===== src/rtl/ex_muldiv_sequencer.sv =====
// Iterative MULT/MULTU/DIV/DIVU sequencer owning HI/LO, with pipeline stall request.
// Radix-2 shift-add multiply and restoring divide over 32 CALC cycles, then a SIGN fix-up cycle.
module ex_muldiv_sequencer (
  input  logic        clk,
  input  logic        rst,
  input  logic        start,
  input  logic [1:0]  op,
  input  logic [31:0] src_a,
  input  logic [31:0] src_b,
  input  logic        flush,
  input  logic        hilo_read,
  input  logic        hi_we,
  input  logic        lo_we,
  input  logic [31:0] wdata,
  output logic [31:0] hi,
  output logic [31:0] lo,
  output logic        busy,
  output logic        done,
  output logic        stall
);

  typedef enum logic [1:0] {IDLE, CALC, SIGN} state_t;

  state_t      state, state_nx;
  logic [1:0]  op_q;
  logic        sign_a, sign_b;
  logic [31:0] mag_a, mag_b;
  logic [63:0] acc;
  logic [4:0]  cnt;

  logic [31:0] mag_a_in, mag_b_in;
  logic [32:0] mul_sum;
  logic [32:0] div_trial;
  logic [63:0] acc_nx;
  logic [63:0] prod;
  logic [31:0] quot, rem, orig_a;
  logic [31:0] res_hi, res_lo;

  // State register
  always_ff @(posedge clk or posedge rst) begin
    if (rst) state <= IDLE;
    else     state <= state_nx;
  end

  // Next-state logic; flush overrides every transition
  always_comb begin
    state_nx = state;
    case (state)
      IDLE: if (start) state_nx = CALC;
      CALC: if (cnt == 5'd31) state_nx = SIGN;
      SIGN: state_nx = IDLE;
      default: state_nx = IDLE;
    endcase
    if (flush) state_nx = IDLE;
  end

  // Outputs
  always_comb begin
    busy  = (state != IDLE);
    stall = busy & (start | hilo_read | hi_we | lo_we);
  end

  // Operand magnitudes: only signed ops (op[0]) take absolute values
  always_comb begin
    mag_a_in = (op[0] && src_a[31]) ? -src_a : src_a;
    mag_b_in = (op[0] && src_b[31]) ? -src_b : src_b;
  end

  // One iteration step: multiply keeps the multiplier in acc[31:0] and shifts the
  // product in from the top; divide keeps remainder in acc[63:32], quotient grows in acc[31:0]
  always_comb begin
    mul_sum   = {1'b0, acc[63:32]} + (acc[0] ? {1'b0, mag_a} : 33'd0);
    div_trial = acc[63:31] - {1'b0, mag_b};
    if (op_q[1]) begin
      if (div_trial[32]) acc_nx = {acc[62:0], 1'b0};
      else               acc_nx = {div_trial[31:0], acc[30:0], 1'b1};
    end else begin
      acc_nx = {mul_sum, acc[31:1]};
    end
  end

  // Sign correction and result placement
  always_comb begin
    prod   = (op_q[0] && (sign_a ^ sign_b)) ? -acc : acc;
    quot   = (op_q[0] && (sign_a ^ sign_b)) ? -acc[31:0] : acc[31:0];
    rem    = (op_q[0] && sign_a) ? -acc[63:32] : acc[63:32];
    orig_a = (op_q[0] && sign_a) ? -mag_a : mag_a;
    if (!op_q[1]) begin
      res_hi = prod[63:32];
      res_lo = prod[31:0];
    end else if (mag_b == '0) begin
      res_hi = orig_a;
      res_lo = '1;
    end else begin
      res_hi = rem;
      res_lo = quot;
    end
  end

  // Datapath and HI/LO
  always_ff @(posedge clk or posedge rst) begin
    if (rst) begin
      hi     <= '0;
      lo     <= '0;
      done   <= 1'b0;
      op_q   <= '0;
      sign_a <= 1'b0;
      sign_b <= 1'b0;
      mag_a  <= '0;
      mag_b  <= '0;
      acc    <= '0;
      cnt    <= '0;
    end else begin
      done <= 1'b0;
      if (!flush) begin
        case (state)
          IDLE: begin
            if (hi_we) hi <= wdata;
            if (lo_we) lo <= wdata;
            if (start) begin
              op_q   <= op;
              sign_a <= src_a[31];
              sign_b <= src_b[31];
              mag_a  <= mag_a_in;
              mag_b  <= mag_b_in;
              cnt    <= '0;
              acc    <= op[1] ? {32'd0, mag_a_in} : {32'd0, mag_b_in};
            end
          end
          CALC: begin
            acc <= acc_nx;
            cnt <= cnt + 5'd1;
          end
          SIGN: begin
            hi   <= res_hi;
            lo   <= res_lo;
            done <= 1'b1;
          end
          default: ;
        endcase
      end
    end
  end

endmodule


===== config.mk =====
export PLATFORM = sky130hd
export DESIGN_NAME = ex_muldiv_sequencer
export DESIGN_NICKNAME = d
export VERILOG_FILES = /design/src/rtl/ex_muldiv_sequencer.sv
export SDC_FILE = /design/constraint.sdc
export NUM_CORES = 1
export LEC_CHECK = 0
export BUFFER_PORTS_ARGS = -buffer_cell sky130_fd_sc_hd__buf_2
export CELL_PAD_IN_SITES_DETAIL_PLACEMENT = 1
export CELL_PAD_IN_SITES_GLOBAL_PLACEMENT = 2
export CORE_MARGIN = 10
export CORE_UTILIZATION = 36
export CTS_BUF_LIST = sky130_fd_sc_hd__clkbuf_16
export DETAILED_ROUTE_END_ITERATION = 12
export MAX_ROUTING_LAYER = met4
export PLACE_DENSITY = 0.92
export SLEW_MARGIN = 30
export SYNTH_ARGS = -nofsm -noshare
export SYNTH_HDL_FRONTEND = slang
export SYNTH_SLANG_ARGS = --single-unit

===== constraint.sdc =====
create_clock -name clk -period 8.9 [get_ports clk]
set_input_delay 0.89 -clock clk [delete_from_list [all_inputs] [get_ports clk]]
set_output_delay 0.89 -clock clk [all_outputs]
set_load 0.01 [all_outputs]

==> results by group, run 1 <==
Status
  – Status: completed

Routing
  – Post-DRT Antenna Nets: 0
  – DR iter-0 viols: 1717
  – DR vias/cell: 6.080
  – Post-Route WL: 79340 µm
  – DR WL/cell: 25.75 µm
  – Via count: 18730
  – DR pass1 iterations: 5
  – Post-route DRC: 0

Setup path
  – Critical Path RT: 9340 ps
  – Max FO, Critical Path: 17
  – Worst Path Arrival: 5150 ps
  – Startpoint types: flip-flop
  – WS Path Type: reg -> reg
  – CP endpoint kind: flip-flop

Synthesis
  – Sequential area share after synthesis: 28.59%
  – Post-synth EDFFs: 0
  – Synth Net Count: 2509
  – Yosys Warn Count: 0
  – Post-Syn Instances: 2331
  – Synthesized area: 0.01786 mm²
  – Fraction of registers with async set/reset: 100.0%
  – Most used flip-flop cell after synthesis: dfrtp_1
  – Seq cells post-synth: 204
  – Syn Area/Cell: 7.661 µm²
  – Distinct cells, synth: 79

Global routing
  – All-Layer GR Usage: 26.60%
  – Initial antenna violation count: 1
  – Global-route wire length before repair: 119800 µm
  – Largest net degree at the start of global routing: 127
  – Vias in the first global route: 19020
  – GRT Residual Overflow: 0

Clocking
  – Sink Count: 204
  – CTS tree: built
  – Post-CTS Resized: 0
  – Clock Path Buffers: 3
  – Root Buffer: clkbuf_16
  – TritonCTS Buffers: 25
  – Hold Buf Count CTS: 0
  – Clk Latency, worst-skew pair: 560 ps
  – Post-CTS Setup Bufs: 0
  – Clk slew on worst S/H paths: 60 ps
  – H-tree levels: 1

STA
  – RSZ-0062 raised after global routing: no
  – Minimum clock period: 4712 ps
  – Part of the cycle the worst path needs: 52.94%
  – Slew HR: 37.34%
  – Max Fclk: 212.2 MHz
  – Slew @ Worst Pin: 937.4 ps
  – Max-slew violation count: 0
  – Setup_tns: 0 ps
  – Min Hold Slack: 410.5 ps
  – Worst Skew: 22.96 ps
  – Setup violations, final: 0
  – Hold Violations, Final: 0

Finish
  – Number of diodes: 0
  – Fraction of layout cells with a size suffix above 1: 11.54%
  – Post-layout nets: 2577
  – Syn-to-layout area delta: 12.31%
  – Core Util, Final: 40.97%
  – Seq. cell area: 0.005109 mm²
  – Fillcell total: 6032
  – Multi-input logic area: 0.01192 mm²

Place
  – GPL Wtd Cong: 0.9755
  – DP Wirelength: 61830 µm
  – Port Buffers: 171

Run
  – Max-cap viol count: 0

Die
  – Die Ht: 242.7 µm
  – Num ports: 172
  – Die ar.: 0.05891 mm²
  – # rows: 81
  – Die W: 242.7 µm
  – Initial Utilization: 36.48%
  – Core region area: 0.04895 mm²

Power and ir drop
  – Leak: 0.008815 µW
  – Total power: 5877 µW
  – Pwr Density: 293.0 mW/mm²
  – Peak VDD IR: 0.0001594 V

Hold path
  – Hold crit path type: in -> async
critical path: stages, from the launching register on:
cell      delay [ps]
dfrtp_1          630
inv_1            240
fa_1             490
nor2b_1          170
o31a_1           200
o21ai_1          180
o211ai_1         420
a41oi_1          290
o211ai_2         760
xor2_2           570
buf_4            330
nand2_1           70
a31o_2           240
layout by cell type, fill, tap and decap left out, types with 11 or more instances in the layout:
cell | synthesis | routed
o211ai_1 | 38 | 38
nor3_1 | 48 | 48
o22ai_1 | 32 | 32
buf_2 | 8 | 170
o21a_1 | 18 | 18
or3_1 | 33 | 33
nand2_1 | 270 | 270
o31ai_1 | 24 | 24
a21o_1 | 27 | 27
a21oi_1 | 192 | 192
ha_1 | 71 | 71
nor2b_1 | 16 | 15
mux2i_1 | 63 | 63
dfrtp_1 | 204 | 203
nor2_1 | 170 | 168
xnor2_1 | 116 | 115
xor2_1 | 94 | 94
o21bai_1 | 11 | 11
and3_1 | 13 | 13
a31oi_1 | 37 | 37
o21ai_0 | 232 | 231
buf_4 | 1 | 31
clkbuf_16 | 0 | 25
nand2b_1 | 13 | 13
nand4_1 | 12 | 12
or4_1 | 21 | 21
a211oi_1 | 20 | 20
a22oi_1 | 19 | 19
nor4_1 | 27 | 26
inv_1 | 72 | 77
nand3_1 | 86 | 86
or2_2 | 11 | 11
o41ai_1 | 11 | 11
and2_1 | 43 | 42
report_power, final:
group / total (µW) / switching [µW] / internal [µW]
Combinational: 3220 / 2030 / 1190
Clock: 1040 / 444 / 599
Sequential: 1620 / 480 / 1140
cells by family after synthesis:
family	count (synthesis)	share of synthesized area [%]
multiplexers	66	3.784
AND/OR/NAND/NOR	796	21.48
adder cells (fa/ha/maj)	73	5.199
AO/OA/AOI/OAI	746	25.46
buffers and inverters	235	5.101
flip-flops	204	28.59
XOR/XNOR	211	10.39
synth_stat cells (13+ instances only):
library cell / instances / area [µm²]
a22oi_1: 19 / 142.6
dfrtp_1: 204 / 5105
o211ai_1: 38 / 285.3
a21o_1: 27 / 202.7
nand2_1: 270 / 1013
o31ai_1: 24 / 180.2
a211oi_1: 20 / 150.1
and2_1: 43 / 269.0
o22ai_1: 32 / 200.2
and3_1: 13 / 81.33
inv_1: 72 / 270.3
a21oi_1: 192 / 960.9
nand2b_1: 13 / 81.33
nor2_1: 170 / 638.1
xor2_1: 94 / 823.3
a31oi_1: 37 / 231.5
nand3_1: 86 / 430.4
mux2i_1: 63 / 630.6
or3_1: 33 / 206.5
nor2b_1: 16 / 100.1
ha_1: 71 / 888.4
xnor2_1: 116 / 1016
nor4_1: 27 / 168.9
nor3_1: 48 / 240.2
clkbuf_1: 139 / 521.8
or4_1: 21 / 157.7
o21a_1: 18 / 135.1
o21ai_0: 232 / 1161
layer usage:
| metal | global-route usage (%) | up-vias | share of wire (%) |
|---|---|---|---|
| met1 | 33.66 | 9529 | 44 |
| met3 | 3.130 | 130 | 5.3 |
| met4 | 8.712 | 0 | 3.4 |
| met2 | 43.58 | 551 | 48 |
| met5 | - | - | 0 |
| li1 | - | 8524 | - |
area by class of cell:
type	count	area share, %
Multi-Input combinational cell	1892	59.42
Clock buffer	25	3.119
Inverter	73	1.429
Sequential cell	204	25.47
Tap cell	664	4.142
Timing Repair Buffer	203	5.515
Clock inverter	20	0.9046
final timing paths:
check	startpoint	endpoint	slack (ps)	cells past startpoint
min in group clk	lo[26]$_DFFE_PP0P_	lo[26]$_DFFE_PP0P_	470	2
worst min-delay path	rst	hi[8]$_DFFE_PP0P_	410	2
max in group asynchronous	rst	op_q[1]$_DFFE_PP0P_	7050	3
worst max register to register	acc[32]$_DFFE_PP0P_	acc[33]$_DFFE_PP0P_	4190	12
worst max-delay path	acc[32]$_DFFE_PP0P_	acc[33]$_DFFE_PP0P_	4190	12
worst min register to register	lo[26]$_DFFE_PP0P_	lo[26]$_DFFE_PP0P_	470	2
flip-flops by register name, indices dropped and copies added (netlist names), 2 cells and up:
| signal | flops |
|---|---|
| acc | 64 |
| cnt | 5 |
| hi | 32 |
| lo | 32 |
| mag_a | 32 |
| mag_b | 32 |
| op_q | 2 |
| state | 2 |
per-stage QoR:
step / cells / instance area, µm² / setup WS, ps
after floorplan: 2331 / 17860 / 2443
after global routing: 3081 / 20060 / 3856
after global placement: 3036 / 19220 / 4347
after CTS: 3081 / 20040 / 4188
final: 3081 / 20060 / 4188
after detailed placement: 3036 / 19230 / 4223
(Power assumes the default switching activity.)
==> inputs of run 2 (changes only) <==
- clock period: 8.9 -> 4.7 ns (I/O delays scaled with it)
==> run 2 against run 1 <==
Effect of this change: fmax up 15%; routed wire length grew 1.8%; power is 95% higher; sequential power grew 82%; sequential cell count did not move; highest routed layer unchanged; largest cell class unchanged; via count up 0.91%; clock power grew 110%; utilization is 0.65 points higher; critical path depth unchanged; non-clock buffer count grew 25; count of clock-buffer cells in the layout rose by 1; first-iteration DRC count shrank 3.5%.
==> results by group, run 2 (synthesized netlist as in run 1, its figures left out) <==
STA
  – Setup_tns: 0 ps (unchanged)
  – Slew HR: 27.31% (was 37.34%)
  – Part of the cycle the worst path needs: 87.14% (was 52.94%)
  – Max-slew violation count: 0 (unchanged)
  – Worst Skew: 35.63 ps (was 22.96 ps)
  – Max Fclk: 244.2 MHz (was 212.2 MHz)
  – RSZ-0062 raised after global routing: no (unchanged)
  – Hold Violations, Final: 0 (unchanged)
  – Post-route worst setup slack: 604.3 ps (was 4188 ps)
  – Minimum clock period: 4096 ps (was 4712 ps)
  – Slew @ Worst Pin: 1079 ps (was 937.4 ps)
  – Setup violations, final: 0 (unchanged)

Die
  – Num ports: 172 (unchanged)
  – # rows: 81 (unchanged)
  – Core region area: 0.04895 mm² (unchanged)
  – Initial Utilization: 36.48% (unchanged)
  – Die Ht: 242.7 µm (unchanged)
  – Die ar.: 0.05891 mm² (unchanged)
  – Die W: 242.7 µm (unchanged)

Routing
  – DR iter-0 viols: 1657 (was 1717)
  – DR vias/cell: 6.083 (was 6.080)
  – Via count: 18910 (was 18730)
  – Post-Route WL: 80750 µm (was 79340 µm)
  – DR WL/cell: 25.98 µm (was 25.75 µm)
  – DR pass1 iterations: 5 (unchanged)
  – Post-DRT Antenna Nets: 0 (unchanged)
  – Post-route DRC: 0 (unchanged)

Global routing
  – All-Layer GR Usage: 27.20% (was 26.60%)
  – Vias in the first global route: 19460 (was 19020)
  – Met1 Resource Use GR: 35.83% (was 33.66%)
  – Largest net degree at the start of global routing: 108 (was 127)
  – M3 GR Usage: 2.899% (was 3.130%)
  – GR peak layer: met2 (unchanged)
  – Global-route wire length before repair: 122700 µm (was 119800 µm)
  – GRT Residual Overflow: 0 (unchanged)
  – Met2 usage: 43.26% (was 43.58%)
  – Initial antenna violation count: 0 (was 1)

Finish
  – Fillcell total: 6020 (was 6032)
  – Seq. cell area: 0.005109 mm² (unchanged)
  – Commonest non-fill, non-tap cell in the layout: nand2_1 (unchanged)
  – Number of diodes: 0 (unchanged)
  – Top reg by flops: acc (unchanged)
  – Syn-to-layout area delta: 14.09% (was 12.31%)
  – Fraction of layout cells with a size suffix above 1: 12.64% (was 11.54%)
  – Multi-input logic area: 0.01191 mm² (was 0.01192 mm²)
  – Post-route cell area: 0.02037 mm² (was 0.02006 mm²)
  – Max reg flops: 64 (unchanged)
  – Most frequent cells in the layout: nand2_1, o21ai_0, dfrtp_1, a21oi_1, buf_2 (unchanged)
  – Post-layout nets: 2603 (was 2577)

Setup path
  – Startpoint types: flip-flop (unchanged)
  – Critical Path RT: 5130 ps (was 9340 ps)
  – WS Path Type: reg -> reg (unchanged)
  – Cell Chain, Critical Path: inv_1, fa_1, nor2b_1, o31a_1, o21ai_1, o211ai_1, a41oi_1, o211ai_2, xnor2_2, buf_4, nand2_1, a31o_2 (was inv_1, fa_1, nor2b_1, o31a_1, o21ai_1, o211ai_1, a41oi_1, o211ai_2, xor2_2, buf_4, nand2_1, a31o_2)
  – Delay-heaviest family, CP: compound AO/OA/AOI/OAI gates (unchanged)
  – CP startpoint: acc[32]$_DFFE_PP0P_ (unchanged)
  – Crit-path slowest cell: dfrtp_1 (was o211ai_2)
  – CP endpoint kind: flip-flop (unchanged)
  – Crit path buffers/inverters: 2 (unchanged)
  – Crit path largest cell delay: 570 ps (was 760 ps)
  – R2r startpoint: acc[32]$_DFFE_PP0P_ (unchanged)
  – Max FO, Critical Path: 14 (was 17)
  – Worst Path Arrival: 4530 ps (was 5150 ps)

Place
  – Port Buffers: 171 (unchanged)
  – DP Wirelength: 63570 µm (was 61830 µm)
  – GPL Wtd Cong: 0.9706 (was 0.9755)
  – Pre-CTS WS: 743.9 ps (was 4223 ps)
  – Placed cell area: 0.01941 mm² (was 0.01923 mm²)

Clocking
  – Hold Buf Count CTS: 0 (unchanged)
  – H-tree levels: 1 (unchanged)
  – CTS tree: built (unchanged)
  – Clk Latency, worst-skew pair: 580 ps (was 560 ps)
  – Sink Count: 204 (unchanged)
  – Root Buffer: clkbuf_16 (unchanged)
  – Post-CTS Resized: 0 (unchanged)
  – Post-CTS Setup Bufs: 0 (unchanged)
  – Clk slew on worst S/H paths: 70 ps (was 60 ps)
  – Clock Path Buffers: 3 (unchanged)
  – TritonCTS Buffers: 26 (was 25)

Power and ir drop
  – Peak VDD IR: 0.0002993 V (was 0.0001594 V)
  – Total power: 11480 µW (was 5877 µW)
  – Pwr Density: 563.6 mW/mm² (was 293.0 mW/mm²)
  – Leak: 0.008985 µW (was 0.008815 µW)

Run
  – Max-cap viol count: 0 (unchanged)

Hold path
  – Hold crit path type: in -> async (unchanged)

Status
  – Status: completed (unchanged)
run 2: cell type report:
class,instances,share of cell area (%)
multi-input cells,1892,58.44
clock inverters,21,1.302
repair buffers,228,6.553
flip-flops and latches,204,25.08
well taps,664,4.078
inverters,73,1.363
clock buffers,26,3.194
run 2: through the flow:
step	hold slack [ps]	utilization, %	instances
3_3_place_gp	462.3	39.66	3060
3_5_place_dp	467.3	39.66	3060
6_report	78.20	41.62	3108
2_1_floorplan	465.5	-	2331
4_1_cts	99.03	41.53	3107
5_1_grt	128.4	41.62	3108
run 2: per-layer routing:
metal / up-vias / share of wire, %
met2: 638 / 47
li1: 8603 / -
met4: 0 / 3.2
met1: 9536 / 44
met3: 128 / 5.7
met5: - / 0
run 2: where the power goes:
part / leakage (µW) / internal [µW] / switching (µW) / total (µW)
clock network: 0.000450 / 1330 / 861 / 2200
logic: 0.00598 / 2340 / 3990 / 6340
registers: 0.00255 / 2160 / 794 / 2950
run 2: final timing paths:
check | end | slack (ps) | cells past startpoint
hold / removal | hi[24]$_DFFE_PP0P_ | 80 | 2
setup / recovery | acc[33]$_DFFE_PP0P_ | 600 | 12
max in group asynchronous | acc[53]$_DFFE_PP0P_ | 3400 | 3
hold reg to reg | hi[9]$_DFFE_PP0P_ | 470 | 2
setup reg to reg | acc[33]$_DFFE_PP0P_ | 600 | 12
min in group clk | sign_b$_DFFE_PP0P_ | 180 | 3
run 2: worst reg2reg max path: stages (launching register included):
cell	delay, ps
dfrtp_1	570
inv_1	230
fa_1	480
nor2b_1	170
o31a_1	200
o21ai_1	190
o211ai_1	480
a41oi_1	310
o211ai_2	360
xnor2_2	300
buf_4	340
nand2_1	90
a31o_2	240
